<file path="src/rtl/lenet_pkg.sv">
// Shared definitions for the LeNet input feeder: FSM encoding and sizing helpers.
package lenet_pkg;

  typedef enum logic [2:0] {
    IDLE,
    STREAM,
    WAIT_L1,
    WAIT_RES,
    NEXT
  } state_t;

  localparam int DEF_IMG_W   = 28;
  localparam int DEF_IMG_H   = 28;
  localparam int PIX_PER_IMG = DEF_IMG_W * DEF_IMG_H;

  function automatic int clog2(input int n);
    int r;
    r = 0;
    for (int i = 0; i < 31; i++)
      if ((longint'(1) << i) < longint'(n)) r = i + 1;
    return r;
  endfunction

  function automatic int pix_per_img(input int w, input int h);
    return w * h;
  endfunction

endpackage

</file>
<file path="src/rtl/image_feeder_valid_delay.sv">
// Fixed-depth delay line aligning the address-issue flag with ROM read data.
module valid_delay #(
  parameter int DEPTH = 1
) (
  input  logic clk,
  input  logic rst_n,
  input  logic flush,
  input  logic flag,
  output logic delayed
);

  logic [DEPTH-1:0] sr;

  always_ff @(posedge clk) begin
    if (!rst_n || flush) begin
      sr <= '0;
    end else begin
      sr[0] <= flag;
      for (int i = 1; i < DEPTH; i++)
        sr[i] <= sr[i-1];
    end
  end

  assign delayed = sr[DEPTH-1];

endmodule

</file>
<file path="src/rtl/image_feeder.sv">
// Streams images out of the input ROM pixel by pixel and collects one
// classification result per image from the network.
module image_feeder
  import lenet_pkg::*;
#(
  parameter int IMG_W      = DEF_IMG_W,
  parameter int IMG_H      = DEF_IMG_H,
  parameter int NUM_IMAGES = 16,
  parameter int ADDR_W     = 14,
  parameter int ROM_LAT    = 1,
  parameter int LOOP       = 0,
  localparam int IDX_W =
    (clog2(NUM_IMAGES) < 1) ? 1 : clog2(NUM_IMAGES)
) (
  input  logic              clk,
  input  logic              rst_n,
  input  logic              start,
  input  logic              abort,
  output logic [ADDR_W-1:0] rom_addr,
  output logic              map_valid,
  input  logic              layer1_finish,
  input  logic              finish,
  input  logic [3:0]        index,
  output logic [IDX_W-1:0]  img_idx,
  output logic [3:0]        result_idx,
  output logic              result_valid,
  output logic              busy,
  output logic              done
);

  localparam int PIX = pix_per_img(IMG_W, IMG_H);
  localparam logic [ADDR_W-1:0] PIX_LAST = ADDR_W'(PIX - 1);
  localparam logic [ADDR_W-1:0] PIX_STEP = ADDR_W'(PIX);
  localparam logic [IDX_W-1:0]  IMG_LAST = IDX_W'(NUM_IMAGES - 1);

  if (longint'(NUM_IMAGES) * IMG_W * IMG_H > (longint'(1) << ADDR_W))
  begin : g_rom_too_small
    $error("image_feeder: images do not fit in ADDR_W address space");
  end

  if (ROM_LAT < 1 || ROM_LAT > 4) begin : g_bad_lat
    $error("image_feeder: ROM_LAT must be 1..4");
  end

  state_t state, state_nxt;

  logic [ADDR_W-1:0] pix;
  logic [ADDR_W-1:0] base;
  logic              l1_seen;
  logic              res_got;

  logic run_init;
  logic img_adv;
  logic pix_inc;
  logic capture;
  logic l1_set;
  logic l1_clr;
  logic done_set;
  logic finish_ok;

  assign finish_ok = finish && !res_got;

  always_ff @(posedge clk) begin
    if (!rst_n) state <= IDLE;
    else        state <= state_nxt;
  end

  always_comb begin
    state_nxt = state;
    run_init  = 1'b0;
    img_adv   = 1'b0;
    pix_inc   = 1'b0;
    capture   = 1'b0;
    l1_set    = 1'b0;
    l1_clr    = 1'b0;
    done_set  = 1'b0;
    unique case (state)
      IDLE: begin
        if (start) begin
          state_nxt = STREAM;
          run_init  = 1'b1;
        end
      end
      STREAM: begin
        capture = finish_ok;
        if (pix == PIX_LAST) begin
          // A consumption pulse seen early skips the wait entirely.
          state_nxt = (l1_seen || layer1_finish) ? WAIT_RES : WAIT_L1;
          l1_clr    = 1'b1;
        end else begin
          pix_inc = 1'b1;
          l1_set  = layer1_finish;
        end
      end
      WAIT_L1: begin
        capture = finish_ok;
        if (layer1_finish || l1_seen) begin
          state_nxt = WAIT_RES;
          l1_clr    = 1'b1;
        end
      end
      WAIT_RES: begin
        capture = finish_ok;
        if (res_got || finish) state_nxt = NEXT;
      end
      NEXT: begin
        if (img_idx != IMG_LAST) begin
          img_adv   = 1'b1;
          state_nxt = STREAM;
        end else if (LOOP != 0) begin
          run_init  = 1'b1;
          state_nxt = STREAM;
        end else begin
          done_set  = 1'b1;
          state_nxt = IDLE;
        end
      end
      default: state_nxt = IDLE;
    endcase
    if (abort) begin
      state_nxt = IDLE;
      run_init  = 1'b0;
      img_adv   = 1'b0;
      pix_inc   = 1'b0;
      capture   = 1'b0;
      l1_set    = 1'b0;
      l1_clr    = 1'b1;
      done_set  = 1'b0;
    end
  end

  always_ff @(posedge clk) begin
    if (!rst_n) begin
      pix          <= '0;
      base         <= '0;
      img_idx      <= '0;
      l1_seen      <= 1'b0;
      res_got      <= 1'b0;
      result_idx   <= '0;
      result_valid <= 1'b0;
      done         <= 1'b0;
    end else begin
      result_valid <= capture;
      done         <= done_set;
      if (capture) begin
        result_idx <= index;
        res_got    <= 1'b1;
      end
      if (pix_inc) pix <= pix + 1'b1;
      if (l1_set)  l1_seen <= 1'b1;
      if (l1_clr)  l1_seen <= 1'b0;
      if (run_init) begin
        pix     <= '0;
        base    <= '0;
        img_idx <= '0;
        res_got <= 1'b0;
      end
      if (img_adv) begin
        pix     <= '0;
        base    <= base + PIX_STEP;
        img_idx <= img_idx + 1'b1;
        res_got <= 1'b0;
      end
      if (abort) res_got <= 1'b0;
    end
  end

  assign rom_addr = base + pix;
  assign busy     = (state != IDLE);

  valid_delay #(
    .DEPTH (ROM_LAT)
  ) u_valid_delay (
    .clk     (clk),
    .rst_n   (rst_n),
    .flush   (abort),
    .flag    (state == STREAM),
    .delayed (map_valid)
  );

endmodule
</file>
<file path="config.mk">
export PLATFORM = sky130hd
export DESIGN_NAME = image_feeder
export DESIGN_NICKNAME = d
export VERILOG_FILES = /design/src/rtl/lenet_pkg.sv /design/src/rtl/image_feeder_valid_delay.sv /design/src/rtl/image_feeder.sv
export SDC_FILE = /design/constraint.sdc
export NUM_CORES = 1
export LEC_CHECK = 0
export CAP_MARGIN = 40
export CELL_PAD_IN_SITES_DETAIL_PLACEMENT = 1
export CELL_PAD_IN_SITES_GLOBAL_PLACEMENT = 2
export CORE_ASPECT_RATIO = 1.1
export CORE_MARGIN = 1.5
export CORE_UTILIZATION = 29
export DETAILED_ROUTE_END_ITERATION = 12
export GPL_TIMING_DRIVEN = 1
export PLACE_DENSITY_LB_ADDON = 0.1
export SETUP_SLACK_MARGIN = 0.15
export SLEW_MARGIN = 20
export SYNTH_ARGS = -nofsm -noshare
export SYNTH_HDL_FRONTEND = slang
export SYNTH_SLANG_ARGS = --single-unit
</file>
<file path="constraint.sdc">
create_clock -name clk -period 2 [get_ports clk]
set_clock_uncertainty 0.1 [all_clocks]
set_input_delay 0.4 -clock clk [delete_from_list [all_inputs] [get_ports clk]]
set_output_delay 0.4 -clock clk [all_outputs]
set_load 0.01 [all_outputs]
</file>
==> results of run 1 <==
critical path, stage by stage, from the launching register on:
cell and delay, ps:
dfxtp_2 340, ha_4 290, a21o_1 170, a22oi_2 120, buf_4 160, a221oi_4 270, xnor2_1 140, buf_2 140
logic make-up (layout without fill, tap and decap cells):
kind of cell / after synthesis / count (layout) / synth area share, %
XOR/XNOR: 15 / 15 / 5.38
multiplexers: 8 / 8 / 3.28
AO/OA/AOI/OAI: 78 / 78 / 21.9
flip-flops: 40 / 40 / 32.8
AND/OR/NAND/NOR: 107 / 107 / 25.0
other: 1 / 1 / 0.154
buffers and inverters: 27 / 174 / 4.87
adder cells (fa/ha/maj): 13 / 13 / 6.66
layout by cell type, fill, tap and decap left out, types with 9 or more instances in the layout:
master / n
nand3_1: 10
clkdlybuf4s50_1: 17
dfxtp_1: 23
buf_2: 10
buf_4: 91
nor2_1: 17
dfxtp_2: 15
nand2_1: 10
buf_6: 29
nand4_1: 9
a21oi_2: 12
layer usage:
metal  GRT usage, %  vias to the layer above  routed length (um)  part of all wire (%)
met5              0                        -                   0                     0
met4           6.72                        0                 188                   1.9
met3           3.06                       13                 205                   2.1
met2           37.9                       43                5210                    54
met1           23.6                     1437                4110                    42
li1               -                     1386                   -                     -
state kept, by name (all words and copies together) (netlist names):
name,flops
done,1
pix,14
l1_seen,1
state,3
result_valid,1
u_valid_delay.delayed,1
result_idx,4
base,10
img_idx,4
res_got,1
layout make-up:
class | instances | area (um2)
Sequential cell | 40 | 827
Clock buffer | 8 | 90.1
Multi-Input combinational cell | 222 | 2090
Inverter | 9 | 33.8
Fill cell | 895 | 3510
Timing Repair Buffer | 157 | 1360
Tap cell | 108 | 135
power breakdown:
part	leakage [nW]	total [mW]	internal [mW]	switching (mW)
sequential	0.332	0.800	0.797	0.00251
clock	0.0455	0.585	0.282	0.303
combinational	1.55	0.209	0.110	0.0989
total	1.93	1.59	1.19	0.405
through the flow:
step	hold slack, ps	cell area (um2)
2_1_floorplan	331	2560
3_3_place_gp	350	3590
3_5_place_dp	364	3590
4_1_cts	377	3990
5_1_grt	392	4530
6_report	368	4530
worst paths after layout:
path	start	end	slack, ps	depth (start not counted)
worst max-delay path	base[7]$_SDFFE_PN0P_	rom_addr[13]	-430	7
worst min-delay path	res_got$_SDFFE_PP0P_	res_got$_SDFFE_PP0P_	370	2
worst max register to register	state[2]$_SDFFE_PP0P_	pix[13]$_SDFFE_PP0P_	-60	4
worst min register to register	res_got$_SDFFE_PP0P_	res_got$_SDFFE_PP0P_	370	2
what timing repair did:
item                                    4_1_cts  5_1_grt
endpoints found under the setup margin       39       45
cloned                                        1        1
resized for setup                           107       87
endpoints found under the hold margin         0        0
pin swaps                                    32       37
buffers inserted                             14       21
==> flow_metrics.tcl, run 1 <==
set metrics [dict create \
    die_h_um 99.3 \
    finalSetupViolCount 12 \
    dr.pass1.iters 4 \
    num_antenna_cells 0 \
    crit_required_ps 1500 \
    synth_area_mm2 0.00244 \
    p_leak_nw 1.93 \
    start_kind "flop" \
    ys_ff_latch 40 \
    synth_cell_types 55 \
    yosysWarnings 0 \
    hpwl_mm 6.24 \
    clkSinkCount 40 \
    initial_core_util_pct 30.4 \
    avgSynthCellArea_um2 8.45 \
    synth_nets 312 \
    syn_inst 289 \
    min_period_ps 2430 \
    tns_ps -2260 \
    grt_max_degree 15 \
    h-tree-depth 2 \
    worstPathArrival_ps 1930 \
    wire_per_inst_um 17.9 \
    drtIter0Drc 44 \
    path_max_fanout 5 \
    final_util_pct 56.3 \
    io_buffers 35 \
    slew_viol_final 0 \
    status "complete, but fails checks" \
    clock.fmax_mhz 412 \
    clk_latency_ps 310 \
    clk_pin_slew_ps 80 \
    dr_total_vias 2879 \
    rsz0062_at_grt "true" \
    design.die.area_mm2 0.00898 \
    drc 0 \
    hp-class "flop to flop" \
    globalRouteTotalUtil_pct 20.3 \
    overflow 0 \
    place_congestion 0.782 \
    synth_area_leaders "dfxtp_1 33%, ha_1 6.7%, a21oi_1 4.3%" \
    drive_gt1_share_pct 54.4 \
    die_w_um 90.5 \
    placed_cells 499 \
    grt_pass1_vias 2940 \
    worst_ir_drop_vdd_mv 0.250 \
    synth_top_area_share_pct 32.8 \
    io_pins 36 \
    timing.final.ws_setup_ps -427 \
    post-place-ws_ps -528 \
    critPathKind "flop to primary output" \
    ant_nets 0 \
    synth_commonest_cells "40 x dfxtp_1, 23 x nor2_1, 21 x a21oi_1" \
    cts_tree "built" \
    total_power_mw 1.59 \
    cts.path.max_buffers 2 \
    violations "negative setup slack" \
    ys.flop_type "dfxtp_1" \
    maxCapViolations 0 \
    cts_made_buffers 5 \
    cts-root-buf "clkbuf_8" \
    syn_to_final_growth_pct 85.5 \
    antenna_found_initial 0 \
    ctsHoldBuffers 0 \
    drt-total-wl_mm 9.72 \
    end_kind "primary output" \
    hold_viol 0 \
    powerDensity_mw_per_mm2 352 \
    fin_cells 544 \
    core_area_mm2 0.00804 \
    synth_edf_count 0 \
    yosysSeqAreaShare_pct 32.8 \
    viasPerCell 5.29 \
    async_flop_share_pct 0 \
    nets 458 \
    post-route-period-util_pct 121 \
    synth.most_common_cell "dfxtp_1" \
    rows 34 \
    grt_pass1_wl_mm 14.6 \
    synth_top_cell_by_area "dfxtp_1" \
]
Note: power is estimated with default switching activity, not from simulation.
==> run 2, diff against run 1 <==
CORE_ASPECT_RATIO = not set   (was 1.1)
CTS_CLUSTER_DIAMETER = 60   (was not set)
SYNTH_HIERARCHICAL = 1   (was not set)
==> run 2 against run 1 <==
  * The run still ends with negative setup slack left
  * Area after synthesis shrank 7.3%
  * Sequential power shrank 0.5%
  * Hold slack gained 45 ps
  * Cell count shrank 14%
  * Power shrank 5.6%
  * Via count shrank 21%
  * Critical path depth grew 1
  * Global-route usage shrank 3.6 points
  * Non-clock buffer count shrank 56
  * Routed wire length shrank 32%
  * Count of clock-buffer cells in the layout shrank 1
  * Register-to-register slack gained 290 ps
  * Largest power group unchanged
==> flow_metrics.tcl, run 2 <==
set metrics [dict create \
    hp-class "flop to flop" \
    design.die.area_mm2 0.00834 \
    synthAdderAreaFrac_pct 7.19 \
    async_flop_share_pct 0 \
    synth_edf_count 0 \
    finalSetupViolCount 8 \
    status "complete, but fails checks" \
    synth_cell_types 46 \
    hpwl_mm 4.90 \
    timing.final.ws_setup_ps -558 \
    path_max_fanout 3 \
    num_antenna_cells 0 \
    ant_nets 0 \
    largest_reg_flops 14 \
    cts_tree "built" \
    antenna_found_initial 0 \
    clock.fmax_mhz 391 \
    clkSinkCount 40 \
    grt_max_degree 17 \
    yosys.area_share.simple_pct 25.3 \
    globalRouteTotalUtil_pct 16.7 \
    clk_latency_ps 290 \
    drive_gt1_share_pct 37.6 \
    dr.pass1.iters 4 \
    synth_commonest_cells "40 x dfxtp_1, 29 x nor2_1, 18 x nand2_1" \
    syn_to_final_growth_pct 58.8 \
    slew_viol_final 0 \
    synth_compound_area_share_pct 17.2 \
    synth-xor-area-share_pct 9.29 \
    die_w_um 91.3 \
    synth_area_leaders "dfxtp_1 35%, ha_1 7.2%, xor2_1 6.2%" \
    muxShareOfSynthArea_pct 1.77 \
    viasPerCell 4.86 \
    min_period_ps 2560 \
    rows 32 \
    synth.most_common_cell "dfxtp_1" \
    worst_ir_drop_vdd_mv 0.216 \
    clk_pin_slew_ps 80 \
    powerDensity_mw_per_mm2 419 \
    dr_total_vias 2277 \
    crit_buf_inv 2 \
    hold_viol 0 \
    place_congestion 0.744 \
    synth_top_area_share_pct 35.4 \
    critPathKind "flop to primary output" \
    post-route-period-util_pct 128 \
    end_kind "primary output" \
    wire_per_inst_um 14.1 \
    mostFrequentLayoutCell "buf_4" \
    worst_path_max_delay_cell "dfxtp_4" \
    core_area_mm2 0.00765 \
    h-tree-depth 2 \
    io_buffers 35 \
    io_pins 36 \
    drt-total-wl_mm 6.61 \
    multi_input_area_mm2 0.00167 \
    n_fill_cell 897 \
    avgSynthCellArea_um2 8.38 \
    largest-register "pix" \
    synth_area_mm2 0.00226 \
    syn_inst 270 \
    ys.flop_type "dfxtp_1" \
    maxCapViolations 0 \
    start_kind "flop" \
    cts.path.max_buffers 2 \
    cpLargestDelayFamily "compound AO/OA/AOI/OAI gates" \
    synth_nets 293 \
    seqCellArea_um2 838 \
    cts-root-buf "clkbuf_8" \
    cts_made_buffers 5 \
    path_cells "ha_4 -> a21o_1 -> a31oi_4 -> a31oi_2 -> buf_4 -> o2111a_1 -> a211oi_2 -> buf_2" \
    final_util_pct 47.0 \
    initial_core_util_pct 29.6 \
    drtIter0Drc 62 \
    ys_ff_latch 40 \
    yosysSeqAreaShare_pct 35.4 \
    rsz0062_at_grt "true" \
    die_h_um 91.3 \
    biggestRegsByFlops "pix x14, base x10" \
    yosysWarnings 6 \
    synth_top_family_by_area "simple AND/OR/NAND/NOR gates" \
    post-place-ws_ps -594 \
    crit_required_ps 1500 \
    synth_top_cell_by_area "dfxtp_1" \
    worstPathArrival_ps 2060 \
    cpPeakStageDelay_ps 360 \
    grt_pass1_wl_mm 11.2 \
    nets 390 \
    grt_pass1_vias 2432 \
    ctsHoldBuffers 0 \
    drc 0 \
    violations "negative setup slack" \
    overflow 0 \
    p_leak_nw 1.55 \
    final_cell_mix "62 x buf_4, 26 x nor2_1, 22 x dfxtp_1, 19 x clkdlybuf4s50_1, 18 x nand2_1" \
]
run 2: cell count changes after synthesis, moves of 7 or more:
cell / change
xor2_1: +11
or4_1: -8
a21oi_1: -7
nand2_1: +8
run 2: area by class of cell:
| cell class | instances | area share [%] |
|---|---|---|
| Tap cell | 102 | 3.55 |
| Sequential cell | 40 | 23.3 |
| Clock buffer | 7 | 2.68 |
| Inverter | 5 | 0.522 |
| Timing Repair Buffer | 101 | 23.6 |
| Multi-Input combinational cell | 214 | 46.4 |
run 2: routing by layer:
metal,GRT usage [%],share of wire (%),routed length [um],vias to the layer above
li1,-,-,-,1165
met1,19.5,44,2890,1070
met2,30.5,52,3410,35
met3,3.27,3.0,197,7
met4,4.95,1.8,117,0
met5,0,0,0,-
run 2: repair_timing:
action,4_1_cts,5_1_grt
resized for setup,68,26
endpoints found under the setup margin,29,31
gates cloned,0,1
pin swaps,22,19
setup buffers,8,2
run 2: where the power goes:
group	switching (mW)	internal, mW
combinational	0.0494	0.0641
clock	0.288	0.308
sequential	0.00419	0.792
run 2: worst register-to-register path, delay by kind of cell (launching register included):
family,cells,cell delay (ps)
adders and majority gates,1,170
DFF,1,340
AOI/OAI and AO/OA,3,510
buffers and inverters,1,190
and+or+nand+nor,2,360
run 2: cells by family after synthesis:
logic type | after synthesis
simple gates | 110
other cells | 1
mux | 4
compound gates | 62
fa+ha+maj | 13
flops | 40
xor+xnor | 24
buf+inv | 16
run 2: worst paths after layout:
kind,from,to,slack [ps],cells past startpoint
worst max-delay path,base[8]$_SDFFE_PN0P_,rom_addr[13],-560,8
worst min-delay path,state[2]$_SDFFE_PP0P_,state[2]$_SDFFE_PP0P_,410,1
worst min register to register,state[2]$_SDFFE_PP0P_,state[2]$_SDFFE_PP0P_,410,1
worst max register to register,img_idx[1]$_SDFFE_PN0P_,base[9]$_SDFFE_PN0P_,230,7
run 2: through the flow:
stage	power (mW)	area (um2)	TNS, ps	hold slack [ps]	cells
5_1_grt	1.56	3590	-3260	433	469
6_report	1.51	3590	-2480	413	469
2_1_floorplan	0.865	2400	-47.7	351	270
4_1_cts	1.52	3460	-2300	417	466
3_3_place_gp	0.919	3230	-7790	386	451
3_5_place_dp	0.920	3230	-8370	403	451
==> run 3, diff against run 2 <==
CORE_MARGIN = not set   (was 1.5)
REMOVE_ABC_BUFFERS = 1   (was not set)
==> run 3 against run 2 <==
  * The flow still finishes with violations (negative setup slack)
  * Worst setup slack better by 100 ps
  * Utilization rose by 2.1 points
  * Power is 4.2% lower
  * Maximum frequency up 4.1%
  * Cell area increased by 1.1%
  * Cell count increased by 2.1%
  * Die area fell by 2.2%
  * Clock power decreased by 11%
  * Count of clock-buffer cells in the layout is 2 lower
  * Global-route usage rose by 0.65 points
  * Non-clock buffer count increased by 13
  * Register-to-register slack about the same
  * Critical endpoint unchanged
  * Highest routed layer unchanged
==> flow_metrics.tcl, run 3 (synthesis gave the netlist of run 2 again) <==
set metrics [dict create \
    dr.pass1.iters 4 \
    overflow 0 \
    hold_viol 0 \
    status "complete, but fails checks" \
    globalRouteTotalUtil_pct 17.4 \
    powerDensity_mw_per_mm2 396 \
    biggestRegsByFlops "pix x14, base x10" \
    p_int_mw 1.09 \
    clk_latency_ps 300 \
    start_kind "flop" \
    met1_usage_pct 20.7 \
    n_fill_cell 862 \
    critPathKind "flop to primary output" \
    combPwrFrac_pct 7.8 \
    post-route-period-util_pct 123 \
    worstPathArrival_ps 1960 \
    mostFrequentLayoutCell "buf_4" \
    antenna_found_initial 0 \
    cts-root-buf "clkbuf_8" \
    ant_nets 0 \
    cts.path.max_buffers 2 \
    finalSetupViolCount 7 \
    end_kind "primary output" \
    drtIter0Drc 61 \
    design.die.area_mm2 0.00816 \
    drc 0 \
    clock.fmax_mhz 407 \
    clkPwrFrac_pct 36.6 \
    cts_made_buffers 5 \
    timing.final.ws_setup_ps -458 \
    wire_per_inst_um 14.5 \
    die_h_um 90.3 \
    fin_area_mm2 0.00364 \
    io_buffers 35 \
    largest-register "pix" \
    io_pins 36 \
    min_period_ps 2460 \
    p_leak_nw 1.60 \
    switching_share_pct 24.0 \
    syn_to_final_growth_pct 60.6 \
    viasPerCell 4.97 \
    placed_area_mm2 0.00323 \
    violations "negative setup slack" \
    crit_required_ps 1500 \
    clkSinkCount 40 \
    rsz0062_at_grt "true" \
    total_power_mw 1.44 \
    drive_gt1_share_pct 39.7 \
    seqPwrFrac_pct 55.6 \
    post-place-ws_ps -678 \
    num_antenna_cells 0 \
    place_congestion 0.711 \
    hp-class "flop to flop" \
    clk_pin_slew_ps 90 \
    hpwl_mm 4.93 \
    grt_pass1_vias 2510 \
    initial_core_util_pct 30.6 \
    cts_tree "built" \
    core_area_mm2 0.00741 \
    use_met3_pct 2.95 \
    use_met2_pct 31.9 \
    die_w_um 90.3 \
    grt_max_degree 15 \
    dr_total_vias 2380 \
    final_util_pct 49.1 \
    largest_reg_flops 14 \
    grt_pass1_wl_mm 11.6 \
    drt-total-wl_mm 6.93 \
    top_usage_layer "met2" \
    ctsHoldBuffers 0 \
    nets 403 \
    maxCapViolations 0 \
    final_cell_mix "71 x buf_4, 27 x nor2_1, 25 x dfxtp_1, 18 x clkdlybuf4s50_1, 17 x nand2_1" \
    path_max_fanout 3 \
    p_switching_mw 0.346 \
    worst_ir_drop_vdd_mv 0.243 \
    rows 31 \
    slew_viol_final 0 \
    h-tree-depth 2 \
]
-- run 3: worst paths after layout --
kind / endpoint / cells past startpoint / slack, ps / from
min: pix[1]$_SDFFE_PP0P_ / 2 / 390 / pix[1]$_SDFFE_PP0P_
max reg2reg: pix[13]$_SDFFE_PP0P_ / 5 / 240 / state[2]$_SDFFE_PP0P_
max: rom_addr[13] / 7 / -460 / base[8]$_SDFFE_PN0P_
min reg2reg: pix[1]$_SDFFE_PP0P_ / 2 / 390 / pix[1]$_SDFFE_PP0P_
-- run 3: cell type report --
class,instances,area [um2],share of cell area [%]
sequential,40,825,22.7
clock inverter,2,12.5,0.344
timing repair buffer,114,931,25.6
clock buffer,5,68.8,1.89
inverter,5,18.8,0.516
tap,99,124,3.41
multi-input combinational,214,1660,45.6
-- run 3: layer usage --
layer | up-vias | part of all wire [%]
li1 | 1187 | -
met1 | 1163 | 44
met4 | 0 | 0.76
met2 | 25 | 53
met5 | - | 0
met3 | 5 | 2.2
-- run 3: stage by stage --
step	instances	setup TNS, ps	hold slack [ps]
2_1_floorplan	259	-959	351
3_3_place_gp	465	-9880	386
3_5_place_dp	465	-10130	398
4_1_cts	476	-2280	418
5_1_grt	479	-2720	415
6_report	479	-2070	390
-- run 3: power by group through the flow --
| stage | Sequential [mW] | Clock, mW | Combinational (mW) |
|---|---|---|---|
| 3_3_place_gp | 0.821 | 0 | 0.101 |
| 2_1_floorplan | 0.822 | 0 | 0.0350 |
| 4_1_cts | 0.801 | 0.561 | 0.106 |
| 6_report | 0.801 | 0.528 | 0.112 |
| 3_5_place_dp | 0.822 | 0 | 0.102 |
| 5_1_grt | 0.802 | 0.581 | 0.122 |
-- run 3: worst max-delay path, cell delays in order (launching register included) --
cell      delay (ps)
dfxtp_2          340
ha_4             240
a21o_4           220
a31oi_4          200
a31oi_4          130
o2111a_1         250
a211oi_2         140
buf_2            150
-- run 3: repair_timing --
item | 4_1_cts | 5_1_grt
pin swaps | 19 | 23
endpoints found under the hold margin | 0 | 0
gates resized for setup | 96 | 30
buffers inserted | 4 | 3
setup endpoints to repair | 43 | 38
